<file path="src/rtl/apb_pkg.sv">
// apb_pkg: shared APB completer types and constants (state enum, address and wait-counter widths)
package apb_pkg;

    localparam int APB_AW     = 32;
    localparam int WAIT_CNT_W = 4;

    typedef enum logic [1:0] {
        IDLE,
        WAIT,
        RESP
    } apb_slv_state_t;

endpackage

</file>
<file path="src/rtl/apb_wait_counter.sv">
// apb_wait_counter: loadable down-counter that flags the cycle before it reaches zero
module apb_wait_counter
    import apb_pkg::*;
(
    input  logic                  clk,
    input  logic                  rst_n,
    input  logic                  load,
    input  logic [WAIT_CNT_W-1:0] load_val,
    output logic [WAIT_CNT_W-1:0] count,
    output logic                  done_next
);

    logic [WAIT_CNT_W-1:0] cnt_q, cnt_d;

    // load takes priority; otherwise count down and hold at zero
    always_comb begin
        cnt_d = load ? load_val : (cnt_q != '0 ? cnt_q - 1'b1 : cnt_q);
    end

    // counter register
    always_ff @(posedge clk or negedge rst_n) begin
        if (!rst_n) cnt_q <= '0;
        else        cnt_q <= cnt_d;
    end

    assign count     = cnt_q;
    assign done_next = (cnt_q == WAIT_CNT_W'(1));

endmodule

</file>
<file path="src/rtl/apb_slave_mem.sv">
// apb_slave_mem: APB3 completer with zero-initialised word memory, registered outputs, PSLVERR on
// address miss or misalignment, and wait states enabled by the APB_SLV_WAIT_EN macro
module apb_slave_mem
    import apb_pkg::*;
#(
    parameter int                DATA_W      = 32,
    parameter int                DEPTH       = 16,
    parameter logic [APB_AW-1:0] BASE_ADDR   = 32'h1111_0000,
    parameter int                WAIT_CYCLES = 2
) (
    input  logic              PCLK,
    input  logic              PRESETn,
    input  logic              PSEL,
    input  logic              PENABLE,
    input  logic              PWRITE,
    input  logic [APB_AW-1:0] PADDR,
    input  logic [DATA_W-1:0] PWDATA,
    output logic [DATA_W-1:0] PRDATA,
    output logic              PREADY,
    output logic              PSLVERR
);

    localparam int IDX_W = $clog2(DEPTH);

    if (DEPTH < 2 || (DEPTH & (DEPTH - 1)) != 0 || WAIT_CYCLES < 0 || WAIT_CYCLES > 15 ||
        BASE_ADDR[IDX_W+1:0] != '0) begin : g_bad_param
        $error("apb_slave_mem: illegal parameterisation");
    end

    apb_slv_state_t    state_q, state_d;
    logic [IDX_W-1:0]  idx_q, idx_d;
    logic              write_q, write_d;
    logic              hit_q, hit_d;
    logic [DATA_W-1:0] wdata_q, wdata_d;
    logic [DATA_W-1:0] prdata_q, prdata_d;
    logic              pready_q, pready_d;
    logic              pslverr_q, pslverr_d;
    logic [DATA_W-1:0] mem_q [DEPTH];
    logic [DATA_W-1:0] mem_d [DEPTH];

    logic [IDX_W-1:0]  paddr_idx;
    logic              paddr_hit;

    assign paddr_idx = PADDR[IDX_W+1:2];
    assign paddr_hit = (PADDR[APB_AW-1:IDX_W+2] == BASE_ADDR[APB_AW-1:IDX_W+2]) && (PADDR[1:0] == 2'b00);

`ifdef APB_SLV_WAIT_EN
    localparam logic [WAIT_CNT_W-1:0] WAIT_CNT = WAIT_CNT_W'(WAIT_CYCLES);

    logic                  cnt_load;
    logic                  cnt_done_next;
    logic [WAIT_CNT_W-1:0] cnt;

    apb_wait_counter u_wait (
        .clk      (PCLK),
        .rst_n    (PRESETn),
        .load     (cnt_load),
        .load_val (WAIT_CNT),
        .count    (cnt),
        .done_next(cnt_done_next)
    );
`endif

    // next-state, registered-output and memory-update logic
    always_comb begin
        state_d   = state_q;
        idx_d     = idx_q;
        write_d   = write_q;
        hit_d     = hit_q;
        wdata_d   = wdata_q;
        prdata_d  = '0;
        pready_d  = 1'b0;
        pslverr_d = 1'b0;
        mem_d     = mem_q;
`ifdef APB_SLV_WAIT_EN
        cnt_load  = 1'b0;
`endif
        case (state_q)
            IDLE: if (PSEL && !PENABLE) begin
                idx_d     = paddr_idx;
                write_d   = PWRITE;
                hit_d     = paddr_hit;
                wdata_d   = PWDATA;
                state_d   = RESP;
                pready_d  = 1'b1;
                pslverr_d = !paddr_hit;
                prdata_d  = (paddr_hit && !PWRITE) ? mem_q[paddr_idx] : '0;
`ifdef APB_SLV_WAIT_EN
                if (WAIT_CNT != '0) begin
                    state_d   = WAIT;
                    cnt_load  = 1'b1;
                    pready_d  = 1'b0;
                    pslverr_d = 1'b0;
                    prdata_d  = '0;
                end
`endif
            end
`ifdef APB_SLV_WAIT_EN
            WAIT: if (!PSEL) begin
                state_d = IDLE;
            end else if (cnt_done_next || cnt == '0) begin
                state_d   = RESP;
                pready_d  = 1'b1;
                pslverr_d = !hit_q;
                prdata_d  = (hit_q && !write_q) ? mem_q[idx_q] : '0;
            end
`endif
            RESP: begin
                state_d = IDLE;
                if (PSEL && PENABLE && hit_q && write_q) mem_d[idx_q] = wdata_q;
            end
            default: state_d = IDLE;
        endcase
    end

    // state, latched transfer, outputs and memory with asynchronous clear
    always_ff @(posedge PCLK or negedge PRESETn) begin
        if (!PRESETn) begin
            state_q   <= IDLE;
            idx_q     <= '0;
            write_q   <= 1'b0;
            hit_q     <= 1'b0;
            wdata_q   <= '0;
            prdata_q  <= '0;
            pready_q  <= 1'b0;
            pslverr_q <= 1'b0;
            for (int i = 0; i < DEPTH; i++) mem_q[i] <= '0;
        end else begin
            state_q   <= state_d;
            idx_q     <= idx_d;
            write_q   <= write_d;
            hit_q     <= hit_d;
            wdata_q   <= wdata_d;
            prdata_q  <= prdata_d;
            pready_q  <= pready_d;
            pslverr_q <= pslverr_d;
            mem_q     <= mem_d;
        end
    end

    assign PRDATA  = prdata_q;
    assign PREADY  = pready_q;
    assign PSLVERR = pslverr_q;

endmodule

</file>
<file path="config.mk">
export PLATFORM = sky130hd
export DESIGN_NAME = apb_slave_mem
export DESIGN_NICKNAME = d
export VERILOG_FILES = /design/src/rtl/apb_pkg.sv /design/src/rtl/apb_wait_counter.sv /design/src/rtl/apb_slave_mem.sv
export SDC_FILE = /design/constraint.sdc
export NUM_CORES = 1
export LEC_CHECK = 0
export CELL_PAD_IN_SITES_DETAIL_PLACEMENT = 1
export CELL_PAD_IN_SITES_GLOBAL_PLACEMENT = 2
export CORE_ASPECT_RATIO = 0.7
export CORE_UTILIZATION = 46
export CTS_CLUSTER_DIAMETER = 100
export DETAILED_ROUTE_END_ITERATION = 12
export PLACE_DENSITY_LB_ADDON = 0.1
export SYNTH_ARGS = -nofsm -noshare
export SYNTH_HDL_FRONTEND = slang
export SYNTH_SLANG_ARGS = --single-unit
export TNS_END_PERCENT = 30
</file>
<file path="constraint.sdc">
create_clock -name PCLK -period 2.1 [get_ports PCLK]
set_input_delay 0.63 -clock PCLK [delete_from_list [all_inputs] [get_ports PCLK]]
set_output_delay 0.63 -clock PCLK [all_outputs]
set_load 0.05 [all_outputs]
</file>
* Word level (Yosys, flattened, before mapping)
Index checks and enable logic that the tools add are counted.
** Storage, ports and cells
- Bits in registers :: 586
- Word-level logic and storage cells :: 61
- Input bits :: 69
** Cells by class
- Order comparisons :: 3
- Eq/ne operators :: 3
- Reductions and logical operators :: 14
- Bitwise gates (word level) :: 2
- Multiplexer cells :: 15
** Operators by type and width (count)
- 512-bit bitwise mux :: 1
- 32-bit 2-to-1 mux :: 6
- 32-bit binary-select mux with 4-bit select :: 1
- 32-bit demux with 4-bit select :: 1
- 26-bit by 23-bit == test with 1-bit output (second input constant) :: 1
- 5-bit >= comparator (second input constant) :: 2
- 4-bit NOT with 5-bit output :: 2
- 1-bit logical AND :: 7
- 5-bit by 1-bit less-than comparator with 1-bit output (second input constant) :: 1
- 2-bit zero test :: 2
- 1-bit 2-to-1 mux :: 4
- 2-bit 2-to-1 mux :: 2
- 2-bit AND reduction :: 2
- 1-bit zero test :: 3
- 2-bit == test (second input constant) :: 1
- 2-bit != test (second input constant) :: 1

* Depth between registers and ports, before layout
Gate-level depths: netlist of run 1.
- Depth after elaboration :: 7
- Gate-level depth with buffers :: 6
- Depth with buffers taken out :: 4

* Worst setup path after synthesis of run 1
Ideal clock, no wire load.
- Path type :: in2reg
- Start :: input PENABLE
- End :: register mem_q[425] (netlist bit)
- Arrival :: 1.961 ns
- Stages :: 6
- Library setup time :: 0.128 ns
- Slack :: 0.012 ns
- Path buffers :: 2
- Data required time :: 1.972 ns
- Cells stage by stage :: and4_1 > nand3b_2 > or3_1 > buf_2 > buf_6 > mux2_1
** Between the ends
- Cells in the longest elaborated chain, start to end :: 4
** Ends and longest elaborated chain
- start, declared :: RTL line apb_slave_mem.sv:14 : input logic PENABLE,
- 1-bit logical AND (3 in series) :: RTL line apb_slave_mem.sv:110 : if (PSEL && PENABLE && hit_q && write_q) mem_d[idx_q] = wdata_q;
- 2-bit AND reduction (no line)
- end signal, assigned :: RTL line apb_slave_mem.sv:137 : mem_q <= mem_d;
- end, declared :: RTL line apb_slave_mem.sv:38 : logic [DATA_W-1:0] mem_q [DEPTH];
No other way between the ends.
A chain may end at the register's enable or synchronous reset.

* Worst setup path after layout of run 1
- Start :: register hit_q
- End :: register mem_q[234] (netlist bit)
** Between the ends
- Cells in the longest elaborated chain, start to end :: 3
** Ends and longest elaborated chain
- start, declared :: RTL line apb_slave_mem.sv:33 : logic hit_q, hit_d;
- start signal, assigned :: RTL line apb_slave_mem.sv:132 : hit_q <= hit_d;
- 1-bit logical AND (2 in series) :: RTL line apb_slave_mem.sv:110
- 2-bit AND reduction (no line)
No other way between the ends.

==> flow_metrics.tcl, run 1 <==
set metrics [dict create \
    start_kind "flop" \
    nFillCells 4901 \
    slowest_stage "or3_2" \
    fin_crit_ns 2.07 \
    syn-cell-area_um2 25600 \
    track_usage_pct 25.1 \
    cts.sinks 585 \
    crit_chain "and4_4, nand3b_2, or3_2, buf_12, mux2_1" \
    antenna_found_initial 1 \
    overflow 0 \
    gp_congestion 0.752 \
    outcome "completed" \
    period_share_pct 98.5 \
    synth_top_area_share_pct 57.2 \
    design_power_total_w 0.0235 \
    max-clock-path-buffers 3 \
    synth_commonest_cells "585 x dfrtp_1, 433 x mux2_2, 128 x mux4_2" \
    path_clk_slew_ns 0.06 \
    synth.net_count 1617 \
    max-vdd-ir-drop_mv 0.571 \
    crit_start "hit_q$_DFFE_PN0P_" \
    slew_violations 0 \
    powerDensity_nw_per_um2 761 \
    hp-class "reg -> reg" \
    setup_viol 0 \
    dieHeight_um 199 \
    p_leak_nw 14.8 \
    worstReg2RegStart "hit_q$_DFFE_PN0P_" \
    reg2reg_setup_slack_ns 0.03 \
    hp-start "mem_q[161]$_DFFE_PN0P_" \
    rows 71 \
    ys.flop_type "dfrtp_1" \
    rsz0062_at_grt "yes" \
    use_met3_pct 3.77 \
    crit_type "reg -> reg" \
    slowest_delay_ns 0.52 \
    regArea_um2 14600 \
    crit_required_ns 2.59 \
    met2_usage_pct 38.8 \
    yosysMostFrequentCell "dfrtp_1" \
    yosysWarningCount 0 \
    synthArstFlopShare_pct 100 \
    numCtsBuffers 57 \
    worst_slew_pin_slew_ns 0.683 \
    place_ws_ns -0.909 \
    antenna_cells 0 \
    grt_use_met1_pct 37.7 \
    yosysSeqAreaShare_pct 57.2 \
    wl_mm 68.1 \
    antenna_left 0 \
    synth.area.top_cells "dfrtp_1 57%, mux2_2 19%, mux4_2 11%, mux2_4 3.7%, mux2_1 2.3%" \
    dp_hpwl_mm 43.6 \
    nNetsFinal 1797 \
    cts_htree_levels 2 \
    busiest_layer "met2" \
    crit_path_end_kind "flop" \
    relSlewSlack_pct 54.5 \
    cp_num_buf_inv 1 \
    drc 0 \
    critPathTopFamily "simple AND/OR/NAND/NOR gates" \
    cp_max_fo 24 \
    core_um2 54400 \
    portBuffers 102 \
    drt_first_pass_iters 4 \
    initial_utilization_pct 47.1 \
    dr_total_vias 14515 \
    avgSynthCellArea_um2 16.5 \
    drt-initial-drc-count 890 \
    layout_setup_ws_ns 0.0314 \
    synthToLayoutAreaGrowth_pct 20.7 \
    drive_above_1_share_pct 52.6 \
    die_w_um 284 \
    synth_edf_count 0 \
    synth_top_area_cell "dfrtp_1" \
    grt_start_max_net_pins 66 \
    cts_tree "built" \
    netlist_instances 1548 \
    cap_violations 0 \
    vias_per_cell 5.80 \
    synth.distinct_cells 38 \
    finalSetupTns_ns 0 \
    skew_ns 0.0325 \
    cts-root-buf "clkbuf_16" \
    boundaryPins 103 \
    grt_pass1_wl_mm 106 \
    arrival_ns 2.56 \
    wl_per_cell_um 27.2 \
    grt_pass1_vias 16146 \
    dieArea_um2 56600 \
    ys_ff_latch 585 \
    hold_viol 0 \
    multi_input_area_um2 10500 \
    clk-insertion-delay-late_ns 0.63 \
    max_freq_mhz 483 \
]
[final cells by class]
| type | instances | area share, % |
|---|---|---|
| Sequential cell | 585 | 47.3 |
| Multi-Input combinational cell | 822 | 33.8 |
| Timing Repair Buffer | 260 | 9.82 |
| Clock buffer | 90 | 5.51 |
| Tap cell | 730 | 2.95 |
| Clock inverter | 15 | 0.518 |
| Inverter | 2 | 0.0243 |
[flip-flops by register name, indices dropped and copies added (netlist names)]
register / count
PREADY: 1
hit_q: 1
write_q: 1
mem_q: 512
idx_q: 4
wdata_q: 32
state_q: 1
PRDATA: 32
PSLVERR: 1
[kinds of logic (layout without fill, tap and decap cells)]
family,Yosys count,count (layout),share of synthesized area (%)
AO/OA/AOI/OAI,95,95,2.47
flip-flops,585,585,57.2
AND/OR/NAND/NOR,50,50,1.44
buffers and inverters,141,367,2.61
multiplexers,677,677,36.3
[stage by stage]
step	std cells	util, %	hold slack (ns)	instance area [µm²]
3_3_place_gp	2394	53.1	0.462	28900
6_report	2504	56.9	0.483	30900
3_5_place_dp	2394	53.1	0.475	28900
2_1_floorplan	1548	-	0.334	25600
5_1_grt	2504	56.9	0.498	30900
4_1_cts	2501	56.7	0.473	30800
[worst register-to-register path, stage by stage (launching register included)]
cell	delay [ns]
dfrtp_1	0.38
and4_4	0.32
nand3b_2	0.15
or3_2	0.53
buf_12	0.22
mux2_1	0.37
[layer usage]
layer / part of all wire, % / vias up
li1: - / 6160
met1: 48 / 8052
met2: 46 / 224
met3: 3.7 / 79
met4: 1.8 / 0
met5: 0 / -
[power breakdown]
part | leakage [nW] | internal (W) | switching (W)
Sequential | 8.09 | 0.0114 | 0.000576
Combinational | 5.82 | 0.000591 | 0.000649
Clock | 0.916 | 0.00591 | 0.00441
Total | 14.8 | 0.0179 | 0.00563
[timing repair]
action                                  CTS  global route
buffers inserted                          2             2
endpoints found under the hold margin    21             0
pin swaps                                 3             7
hold buffers                              1             0
endpoints found under the setup margin  470           154
gates resized for setup                  23            14
gates cloned                              0             1
[placed cells by master, fill, tap and decap left out, drive strengths merged, types with 2 or more instances in the layout]
cell type / synthesis / final
a21oi: 31 / 31
a22oi: 62 / 62
and3: 5 / 5
buf: 74 / 191
bufinv: 0 / 3
clkbuf: 65 / 93
clkdlybuf4s50: 0 / 63
clkinv: 0 / 10
dfrtp: 585 / 585
dlygate4sd2: 0 / 2
inv: 2 / 3
mux2: 549 / 549
mux4: 128 / 128
nand2: 4 / 4
nand2b: 3 / 3
nand3b: 2 / 2
nor2: 3 / 3
nor2b: 3 / 3
nor3: 9 / 9
nor3b: 3 / 3
nor4: 6 / 6
or3: 3 / 3
[worst paths after layout]
check,to,cells after the start
max in group asynchronous,wdata_q[21]$_DFFE_PN0P_,4
hold / removal,mem_q[161]$_DFFE_PN0P_,1
hold reg to reg,mem_q[161]$_DFFE_PN0P_,1
setup / recovery,mem_q[234]$_DFFE_PN0P_,5
setup reg to reg,mem_q[234]$_DFFE_PN0P_,5
min in group asynchronous,state_q[1]$_DFFE_PN0P_,2
(Power assumes the default switching activity.)
==> run 2, diff against run 1 <==
--- a/config.mk
+++ b/config.mk
@@ -10,6 +10,7 @@
 export CORE_ASPECT_RATIO = 0.7
 export CORE_UTILIZATION = 46
 export CTS_CLUSTER_DIAMETER = 100
+export CTS_CLUSTER_SIZE = 24
 export DETAILED_ROUTE_END_ITERATION = 12
 export PLACE_DENSITY_LB_ADDON = 0.1
 export SYNTH_ARGS = -nofsm -noshare
==> run 2 against run 1 <==
Effect of this change: highest routed layer unchanged; clock skew fell by 0.012 ns; utilization decreased by 1.5 points; first-iteration DRC count increased by 6.9%; the run now ends with setup timing left; power decreased by 18%; design area decreased by 2.6%; count of clock-buffer cells in the layout shrank 61; largest cell class unchanged; worst setup slack got worse by 0.069 ns; via count shrank 1.2%; sequential power hardly changed; non-clock buffer count is 5 higher; worst hold slack better by 0.0086 ns; global-route usage is 0.52 points lower.
==> flow_metrics.tcl, run 2 (synthesized netlist as in run 1, its figures left out) <==
set metrics [dict create \
    outcome "finished with violations" \
    violations "setup timing" \
    fin_crit_ns 2.14 \
    rsz0062_at_grt "yes" \
    nNetsFinal 1773 \
    wl_mm 67.8 \
    drt_first_pass_iters 5 \
    final_cells 2434 \
    grt_pass1_wl_mm 105 \
    synthToLayoutAreaGrowth_pct 17.6 \
    path_clk_slew_ns 0.10 \
    placed_area_um2 28900 \
    layout_setup_ws_ns -0.0373 \
    cp_num_buf_inv 4 \
    portBuffers 102 \
    skew_ns 0.0205 \
    core_um2 54400 \
    wl_per_cell_um 27.9 \
    max-vdd-ir-drop_mv 0.570 \
    crit_start "hit_q$_DFFE_PN0P_" \
    hold_viol 0 \
    r2r_cells 8 \
    dieArea_um2 56600 \
    max-clock-path-buffers 3 \
    antenna_left 0 \
    boundaryPins 103 \
    hp-class "reg -> reg" \
    final_common_cell "dfrtp_1" \
    worst_slew_pin_slew_ns 0.680 \
    clk-insertion-delay-late_ns 0.60 \
    slew_violations 0 \
    crit_end "mem_q[157]$_DFFE_PN0P_" \
    arrival_ns 2.63 \
    track_usage_pct 24.6 \
    max_freq_mhz 468 \
    start_kind "flop" \
    final_area_um2 30100 \
    dp_hpwl_mm 43.6 \
    period_share_pct 102 \
    cts_tree "built" \
    crit_path_frequent_cell "buf_12" \
    critPathTopFamily "simple AND/OR/NAND/NOR gates" \
    p_leak_nw 14.4 \
    crit_cells 8 \
    hp-start "mem_q[402]$_DFFE_PN0P_" \
    crit_type "reg -> reg" \
    cp_max_fo 8 \
    grt_start_max_net_pins 66 \
    drive_above_1_share_pct 52.1 \
    setup_viol 31 \
    grt_pass1_vias 15895 \
    die_w_um 284 \
    worstReg2RegStart "hit_q$_DFFE_PN0P_" \
    reg2reg_setup_slack_ns -0.04 \
    dieHeight_um 199 \
    relSlewSlack_pct 54.7 \
    gp_congestion 0.752 \
    initial_utilization_pct 47.1 \
    cts_htree_levels 1 \
    hold_depth 1 \
    vias_per_cell 5.89 \
    rows 71 \
    overflow 0 \
    slowest_stage "dfrtp_1" \
    powerDensity_nw_per_um2 640 \
    crit_chain "and4_4, nand3_4, buf_12, buf_12, nor3_4, buf_6, clkbuf_16, mux2_2" \
    cap_violations 0 \
    largest_register_ffs 512 \
    regMostFlops "mem_q" \
    slowest_delay_ns 0.40 \
    reg2reg_to "mem_q[157]$_DFFE_PN0P_" \
    crit_path_end_kind "flop" \
    dp.cells 2394 \
    most-common-layout-cells "585 x dfrtp_1, 385 x mux2_2, 128 x mux4_2" \
    drt-initial-drc-count 951 \
    crit_required_ns 2.59 \
    antenna_cells 0 \
    numCtsBuffers 28 \
    cts-root-buf "clkbuf_16" \
    antenna_found_initial 0 \
    dr_total_vias 14346 \
    cts.sinks 585 \
    drc 0 \
]
==> run 2: metrics by stage <==
stage | setup TNS, ns | setup slack (ns) | utilization (%) | hold WS [ns] | power, W
finish | -0.368 | -0.0373 | 55.4 | 0.492 | 0.0193
global route | -4.90 | -0.107 | 55.4 | 0.499 | 0.0200
CTS | -0.515 | -0.0656 | 54.8 | 0.473 | 0.0195
detailed placement | -426.09 | -0.909 | 53.1 | 0.475 | 0.0134
global placement | -397.28 | -0.886 | 53.1 | 0.462 | 0.0134
floorplan | 0 | 0.0119 | - | 0.334 | 0.0124
==> run 2: power breakdown <==
part	internal (W)	total, W	switching (W)
Clock	0.00248	0.00606	0.00358
Sequential	0.0114	0.0120	0.000583
Combinational	0.000596	0.00125	0.000652
Total	0.0145	0.0193	0.00482
==> run 2: worst min path at each step <==
stage | endpoint | slack (ns)
5_1_grt | mem_q[236]$_DFFE_PN0P_ | 0.50
2_1_floorplan | PRDATA[0]$_DFF_PN0_ | 0.33
6_report | mem_q[402]$_DFFE_PN0P_ | 0.49
3_3_place_gp | mem_q[359]$_DFFE_PN0P_ | 0.46
3_5_place_dp | mem_q[161]$_DFFE_PN0P_ | 0.47
4_1_cts | state_q[1]$_DFFE_PN0P_ | 0.47
==> run 2: layer usage <==
metal,routed length [µm],vias to the layer above,global-route usage [%]
li1,-,6060,-
met1,32700,8026,37.3
met2,31800,197,38.5
met3,2140,63,2.73
met4,1120,0,4.64
met5,0,-,0
==> run 2: cell type report <==
type	count	area, µm²
clock inverters	1	16.3
repair buffers	265	3180
inverters	2	7.51
well taps	730	913
multi-input cells	822	10600
clock buffers	29	726
flip-flops and latches	585	14600
fillers	4908	24200
==> run 2: repair_timing <==
action | CTS | global route
cloned | 1 | 2
hold buffers | 1 | 0
hold endpoints to repair | 21 | 0
pin swaps | 4 | 9
resized for setup | 34 | 60
buffers inserted | 4 | 5
endpoints found under the setup margin | 485 | 221
